File: src/rtl/fwd_hazard_unit.sv
// ---------------------------------------------------------------------------
// fwd_hazard_unit
//
// Forwarding and load-use hazard unit for the RISC-V pipeline. The EX
// instruction is the age-0 producer (taken straight from the ports). A shift
// register holds the DEPTH-1 older producers (ages 1..DEPTH-1). For each
// source of the ID instruction the youngest matching producer selects bypass
// bus age+1. The select is registered so it lines up with the instruction's
// EX cycle. A match on a load younger than LOAD_LAT raises a load-use stall.
//
// Ports:
//   clk, rst_n                  clock, asynchronous active-low reset
//   hold                        global freeze; no state changes
//   flush                       redirect; kills the ID and EX instructions
//   id_rs1/id_rs2               ID source registers
//   id_rs1_used/id_rs2_used     source actually read
//   ex_valid, ex_rd             EX is a real instruction / its destination
//   ex_reg_write, ex_is_load    EX writes rd / EX is a load
//   stall                       combinational load-use stall
//   fwd_a, fwd_b                registered bypass selects for EX (0 = regfile)
//   stall_cnt                   saturating count of stall cycles
// ---------------------------------------------------------------------------
module fwd_hazard_unit #(
  parameter int ADDR_W   = 5,
  parameter int DEPTH    = 3,
  parameter int LOAD_LAT = 1,
  parameter int CNT_W    = 16,
  parameter int SEL_W    = $clog2(DEPTH + 1)
) (
  input  logic              clk,
  input  logic              rst_n,
  input  logic              hold,
  input  logic              flush,
  input  logic [ADDR_W-1:0] id_rs1,
  input  logic [ADDR_W-1:0] id_rs2,
  input  logic              id_rs1_used,
  input  logic              id_rs2_used,
  input  logic              ex_valid,
  input  logic [ADDR_W-1:0] ex_rd,
  input  logic              ex_reg_write,
  input  logic              ex_is_load,
  output logic              stall,
  output logic [SEL_W-1:0]  fwd_a,
  output logic [SEL_W-1:0]  fwd_b,
  output logic [CNT_W-1:0]  stall_cnt
);

  typedef struct packed {
    logic              valid;
    logic [ADDR_W-1:0] rd;
    logic              wr;
    logic              ld;
  } entry_t;

  // r_ent[i] holds the producer of age i+1.
  entry_t            r_ent [DEPTH-1];
  logic [SEL_W-1:0]  r_fwd_a;
  logic [SEL_W-1:0]  r_fwd_b;
  logic [CNT_W-1:0]  r_cnt;

  // w_prod[a] is the producer of age a; age 0 is the live EX instruction.
  entry_t            w_prod [DEPTH];
  logic [ADDR_W-1:0] w_src  [2];
  logic              w_used [2];
  logic [SEL_W-1:0]  w_sel  [2];
  logic              w_haz  [2];

  always_comb begin
    w_prod[0] = '{valid: ex_valid, rd: ex_rd, wr: ex_reg_write, ld: ex_is_load};
    for (int i = 1; i < DEPTH; i++) begin
      w_prod[i] = r_ent[i-1];
    end
  end

  always_comb begin
    w_src[0]  = id_rs1;
    w_src[1]  = id_rs2;
    w_used[0] = id_rs1_used;
    w_used[1] = id_rs2_used;
  end

  // Scan from oldest to youngest so the youngest match is the last write.
  // NOTE: every always_comb output gets a default before any conditional
  // assignment, otherwise the tool infers a latch to hold the old value.
  always_comb begin
    for (int s = 0; s < 2; s++) begin
      w_sel[s] = '0;
      w_haz[s] = 1'b0;
      for (int a = DEPTH - 1; a >= 0; a--) begin
        if (w_prod[a].valid && w_prod[a].wr && (w_prod[a].rd == w_src[s]) &&
            (w_src[s] != '0) && w_used[s]) begin
          w_sel[s] = SEL_W'(a + 1);
          w_haz[s] = w_prod[a].ld && (a < LOAD_LAT);
        end
      end
    end
  end

  // Gated by rst_n so the stall drops the moment reset is asserted, even
  // while the EX ports still describe a load.
  assign stall = rst_n & ~flush & (w_haz[0] | w_haz[1]);

  // NOTE: sequential state uses non-blocking assignments so every flop sees
  // the pre-edge value of the others (the shift below depends on it).
  // NOTE: the producer window is a handful of flops, not a RAM, so it is
  // reset; a stale valid entry after reset would forward garbage.
  always_ff @(posedge clk or negedge rst_n) begin
    if (!rst_n) begin
      for (int i = 0; i < DEPTH - 1; i++) begin
        r_ent[i] <= '0;
      end
      r_fwd_a <= '0;
      r_fwd_b <= '0;
      r_cnt   <= '0;
    end else if (!hold) begin
      r_ent[0] <= '{valid: ex_valid & ~flush, rd: ex_rd,
                    wr: ex_reg_write, ld: ex_is_load};
      for (int i = 1; i < DEPTH - 1; i++) begin
        r_ent[i] <= r_ent[i-1];
      end
      // A stalled or flushed ID instruction becomes a bubble in EX.
      if (stall || flush) begin
        r_fwd_a <= '0;
        r_fwd_b <= '0;
      end else begin
        r_fwd_a <= w_sel[0];
        r_fwd_b <= w_sel[1];
      end
      if (stall && (r_cnt != {CNT_W{1'b1}})) begin
        r_cnt <= r_cnt + CNT_W'(1);
      end
    end
  end

  assign fwd_a     = r_fwd_a;
  assign fwd_b     = r_fwd_b;
  assign stall_cnt = r_cnt;

endmodule

File: config.mk
export PLATFORM = sky130hd
export DESIGN_NAME = fwd_hazard_unit
export DESIGN_NICKNAME = d
export VERILOG_FILES = /design/src/rtl/fwd_hazard_unit.sv
export SDC_FILE = /design/constraint.sdc
export NUM_CORES = 1
export LEC_CHECK = 0
export ABC_CLOCK_PERIOD_IN_PS = 5800
export BUFFER_PORTS_ARGS = -buffer_cell sky130_fd_sc_hd__buf_4
export CORE_UTILIZATION = 55
export CTS_BUF_LIST = sky130_fd_sc_hd__clkbuf_8
export CTS_CLUSTER_DIAMETER = 120
export CTS_CLUSTER_SIZE = 24
export DETAILED_ROUTE_END_ITERATION = 16
export MAX_ROUTING_LAYER = met4
export PLACE_DENSITY = 0.81
export SLEW_MARGIN = 20
export SYNTH_ARGS = -nofsm -noshare
export SYNTH_HDL_FRONTEND = slang
export SYNTH_SLANG_ARGS = --single-unit
export TNS_END_PERCENT = 50
File: constraint.sdc
create_clock -name clk -period 5.8 [get_ports clk]
set_input_delay 1.45 -clock clk [delete_from_list [all_inputs] [get_ports clk]]
set_output_delay 1.45 -clock clk [all_outputs]
set_load 0.01 [all_outputs]
==> results.toml, run 1 <==
[outcome]
status = "finished, final reports clean"

[floorplan]
die_h_um = 61.3
rows = 21
initial_core_util_pct = 57.5
ioPinCount = 45
core_mm2 = 0.00336
dieArea_mm2 = 0.00376
die_w_um = 61.3

[clock_tree]
post_cts_buffers = 0
numCtsBuffers = 5
cts_buffer_depth = 2
cts_num_sinks = 34
cts_max_level = 2
cts.clk_slew.worst_paths_ns = 0.06
ctsResizeCount = 0
insertion_delay_ns = 0.28
clockRootBuffer = "clkbuf_8"
cts_tree = "yes"
ctsHoldBuffers = 0

[global_route]
grt_use_total_pct = 25.0
grt_first_pass_wirelength_um = 6590
grt_start_max_net_pins = 36
grt_overflow = 0
grt_pass1_vias = 1466
antenna_found_initial = 0

[setup_path]
slowest_stage = "or4_4"
path_common_cell = "buf_4"
crit_buf_inv = 2
cp_top_family = "simple AND/OR/NAND/NOR gates"
timing.rr.start = "stall_cnt[1]"
critPathLaunchType = "input pin"
critPathCaptureType = "output port"
crit_required_ns = 4.35
path_cells = "buf_4 -> or4_4 -> o21ai_2 -> nor4_1 -> o21ai_0 -> nor2_1 -> buf_4"
worstPathMaxFanout = 4
cpPeakStageDelay_ns = 0.53
critPathLaunch = "id_rs2[1]"
r2r-end = "stall_cnt[1]"
cp_data_arrival_time_ns = 2.85
rr_worst_depth = 6
crit_type = "in -> out"
r2r_setup_slack_ns = 3.44

[worst_hold_path]
min_from = "fwd_a[1]"
hold_path_class = "reg -> reg"
min_to = "fwd_a[1]"
hold_path_depth = 2

[logic_synthesis]
synth_nets = 212
synthCells = 187
synth_area_mm2 = 0.00193
synth_cell_type_count = 32
synth_seq_area_share_pct = 44.0
ys_ff_latch = 34
ys_async_sr_fraction_pct = 100
synth_edf_count = 0
syn_area_per_cell_um2 = 10.3
synth_flop_cell = "dfrtp_1"
yosysWarnings = 0

[sta]
min_period_ns = 4.30
worstMarginPinSlew_ns = 0.537
final-setup-viol-count = 0
hold_violations = 0
setup_tns_ns = 0
maxSlewViolCount = 0
fin_skew_ns = 0.00354
rsz0062_at_grt = "false"
max_freq_mhz = 232
timing.slew.headroom_pct = 63.9
period_share_pct = 74.2
final.setup.worst_slack_ns = 1.50

[drt]
wl_per_cell_um = 14.2
ant_nets = 0
routed_wl_um = 3970
avgViaCountPerCell = 5.48
vias = 1535
first_pass_iters = 4
drc_errors = 0
drt_iter0_markers = 76

[pwr]
fin_total_pwr_uw = 505
leakage_nw = 1.02
p_per_area_mw_per_mm2 = 212
vdd_drop_max_v = 0.000180

[place]
dp_slack_ns = 1.53
place.gp.congestion = 0.956
dp_hpwl_um = 3070
dp_cells = 273
io_buffers = 44

[layout]
drive_gt1_share_pct = 30.3
finalNonFillerCells = 280
final_nets = 259
area_growth_pct = 23.0
diodes = 0

[flow_run]
cap_violations = 0
==> power breakdown <==
part,internal (mW),switching (mW),total [mW],leakage [nW]
sequential,0.249,0.0146,0.264,0.441
clock,0.0804,0.0788,0.159,0.0414
combinational,0.0444,0.0369,0.0813,0.538
==> tightest hold or removal path, stage by stage, from the launching register on <==
cell and delay (ns):
dfrtp_1 0.35, nand2_1 0.06, o31ai_1 0.05
==> worst max-delay path by stage <==
stage	cells past startpoint	slack (ns)	endpoint
after detailed placement	7	1.53	stall
final	7	1.50	stall
after global routing	7	1.35	stall
after global placement	7	1.53	stall
after CTS	7	1.50	stall
after floorplan	6	1.73	stall
==> per-layer routing <==
metal  track usage, %  vias up  part of all wire, %
met4             9.42        0                  1.1
li1                 -      749                    -
met3             4.83        6                  3.6
met1             33.6      744                   48
met2             37.6       36                   47
met5                -        -                    0
==> kinds of logic (layout without fill, tap and decap cells) <==
family,count (synthesis),after routing,synth area share (%)
muxes,14,14,8.34
and+or+nand+nor,76,76,21.3
xor gates and xnor gates,44,44,19.9
buffers and inverters,6,53,1.55
AOI/OAI and AO/OA,12,12,4.27
DFF,34,34,44.0
adders and majority gates,1,1,0.647
==> stage by stage <==
| step | util [%] | area, µm² | hold WS (ns) |
|---|---|---|---|
| finish | 70.8 | 2380 | 0.488 |
| global route | 70.8 | 2380 | 0.529 |
| CTS | 70.8 | 2380 | 0.491 |
| detailed placement | 68.4 | 2300 | 0.476 |
| global placement | 68.4 | 2300 | 0.471 |
| floorplan | - | 1930 | 0.490 |
==> final cells by class <==
cell class | instances | area, µm²
inverter | 2 | 7.51
clock buffer | 5 | 68.8
tap | 46 | 57.6
multi-input combinational | 147 | 1050
clock inverter | 2 | 11.3
fill | 282 | 983
timing repair buffer | 44 | 330
sequential | 34 | 851
==> state kept, by name, indices dropped and copies added, names as in the netlist <==
signal	count
fwd_a	2
fwd_b	2
r_ent	14
stall_cnt	16
==> cells in the final DEF (no fill, tap or decap), drive strengths merged, types with 2 or more instances in the layout <==
cell	synthesis	routed
a21oi	3	3
and3	5	5
buf	1	44
clkbuf	3	5
dfrtp	34	34
inv	2	3
mux2	14	14
nand2	18	18
nand3	13	13
nand4	11	11
nor2	11	11
nor2b	2	2
nor3	3	3
nor4	3	3
o21ai	6	6
o31ai	2	2
or4	5	5
xnor2	43	43
==> synthesized netlist by cell type, types with 2 or more instances <==
cell,count,area [µm²]
clkbuf_1,3,11.3
or4_1,3,22.5
o31ai_1,2,15.0
dfrtp_1,34,851
nor2b_1,2,12.5
o21ai_0,4,20.0
nand2_1,18,67.6
mux2_2,13,146
nand3_1,12,60.1
nand4_1,11,68.8
nor4_1,2,12.5
or4_4,2,22.5
inv_1,2,7.51
nor3_1,3,15.0
a21oi_1,2,10.0
xnor2_1,43,377
and3_1,5,31.3
nor2_1,11,41.3
o21ai_2,2,17.5
Power figures use the tool's default switching activity.
==> run 2, diff against run 1 <==
Settings changed: ABC_CLOCK_PERIOD_IN_PS 5800 to 3500, CORE_UTILIZATION 55 to 50, PLACE_DENSITY 0.81 to 0.78.
Clock period 5.8 ns to 3.5 ns, I/O delays scaled along.
==> run 2 against run 1 <==
Design area grew 1.8%. First-iteration DRC count shrank 26%. Setup slack lost 1.2 ns. Combinational power grew 65%. Highest routed layer unchanged. Flip-flop and latch count is the same. Non-clock buffer count grew 1. Utilization shrank 5.1 points.
==> results.toml, run 2 (synthesis results as in run 1) <==
[pwr]
p_clk_share_pct = 38.9
vdd_drop_max_v = 0.000236
switching_share_pct = 23.6
internal_power_uw = 715
p_per_area_mw_per_mm2 = 387
combPwrFrac_pct = 14.3
switchingPower_uw = 221
leakage_nw = 1.04
pwr-share-seq_pct = 46.8

[setup_path]
r2r-end = "stall_cnt[1]"
critPathLaunchType = "input pin"
rr_worst_depth = 6
worstPathMaxFanout = 4
r2r_setup_slack_ns = 1.16
timing.rr.start = "stall_cnt[0]"
critPathCaptureType = "output port"
crit_required_ns = 2.62
cp_data_arrival_time_ns = 2.29
crit_type = "in -> out"

[floorplan]
core_mm2 = 0.00369
rows = 22
initial_core_util_pct = 52.4
die_h_um = 64.2
die_w_um = 64.2
dieArea_mm2 = 0.00412
ioPinCount = 45

[clock_tree]
cts_max_level = 2
cts_tree = "yes"
ctsResizeCount = 0
cts.clk_slew.worst_paths_ns = 0.06
numCtsBuffers = 5
insertion_delay_ns = 0.28
ctsHoldBuffers = 0
clockRootBuffer = "clkbuf_8"
cts_buffer_depth = 2
post_cts_buffers = 0
cts_num_sinks = 34

[drt]
routed_wl_um = 3910
ant_nets = 0
wl_per_cell_um = 13.8
vias = 1525
drt_iter0_markers = 56
drc_errors = 0
first_pass_iters = 4
avgViaCountPerCell = 5.39

[sta]
setup_tns_ns = 0
maxSlewViolCount = 0
max_freq_mhz = 316
hold_violations = 0
timing.slew.headroom_pct = 60.9
final.setup.worst_slack_ns = 0.333
worstMarginPinSlew_ns = 0.581
final-setup-viol-count = 0
period_share_pct = 90.5
rsz0062_at_grt = "false"
fin_skew_ns = 0.00407
min_period_ns = 3.17
fin_hold_ws_ns = 0.495

[layout]
final_cell_mix = "buf_4, xnor2_1, dfrtp_1"
final_nets = 260
diodes = 0
largest_reg_flops = 16
final_common_cell = "buf_4"
area_growth_pct = 25.2
drive_gt1_share_pct = 31.1
fin_util_pct = 65.7
stdcell_area_mm2 = 0.00242
nFillCells = 317

[worst_hold_path]
hold_path_depth = 2
min_to = "fwd_a[1]"
hold_path_class = "reg -> reg"
min_from = "fwd_a[1]"

[place]
dp_hpwl_um = 2980
io_buffers = 44
dp_slack_ns = 0.336
place.gp.congestion = 0.937
place_area_mm2 = 0.00231

[global_route]
grt_overflow = 0
grt_start_max_net_pins = 35
grt_use_total_pct = 22.8
antenna_found_initial = 0
grt_pass1_vias = 1510
grt_first_pass_wirelength_um = 7020

[flow_run]
cap_violations = 0

[outcome]
status = "finished, final reports clean"
==> run 2: cell types whose count changed in the layout (fill, tap and decap cells not counted), sizes merged <==
cell / change
bufinv: +1
clkbuf: +1
buf: +1
inv: -1
clkinvlp: -1
==> run 2: power by group through the flow <==
stage	clock [mW]	combinational (mW)	sequential (mW)
2_1_floorplan	0	0.0814	0.438
3_3_place_gp	0	0.132	0.444
3_5_place_dp	0	0.135	0.445
4_1_cts	0.373	0.136	0.437
5_1_grt	0.393	0.148	0.441
6_report	0.364	0.134	0.438
==> run 2: worst max path at each step <==
stage                     endpoint  slack [ns]  startpoint
after floorplan              stall        0.58   id_rs2[0]
after global placement       stall        0.37   id_rs1[0]
after detailed placement     stall        0.34   id_rs2[1]
after CTS                    stall        0.33   id_rs2[1]
after global routing         stall        0.16    ex_rd[3]
final                        stall        0.33   id_rs2[1]
==> run 2: critical path: stages <==
cell and delay, ns:
buf_4 0.13, or4_4 0.55, o21ai_2 0.17, nor4_1 0.11, o21ai_0 0.22, nor2_1 0.08, buf_4 0.15
==> run 2: area by class of cell <==
type                       instances  area, µm²  area share, %
inverter                           2       7.51          0.310
tap                               48       60.1           2.48
timing repair buffer              45        338           13.9
clock inverter                     1       30.0           1.24
clock buffer                       6       82.6           3.41
sequential                        34        851           35.1
multi-input combinational        147       1050           43.5
==> run 2: metal layers <==
layer	global-route usage, %	vias up	part of all wire [%]
met4	7.50	0	1.4
met2	35.2	40	48
met1	29.3	730	46
met5	-	-	0
met3	5.54	8	4.5
li1	-	747	-
==> run 2: per-stage QoR <==
stage	cells	total power, mW
4_1_cts	283	0.946
3_5_place_dp	276	0.579
5_1_grt	283	0.982
6_report	283	0.936
3_3_place_gp	276	0.576
2_1_floorplan	187	0.520
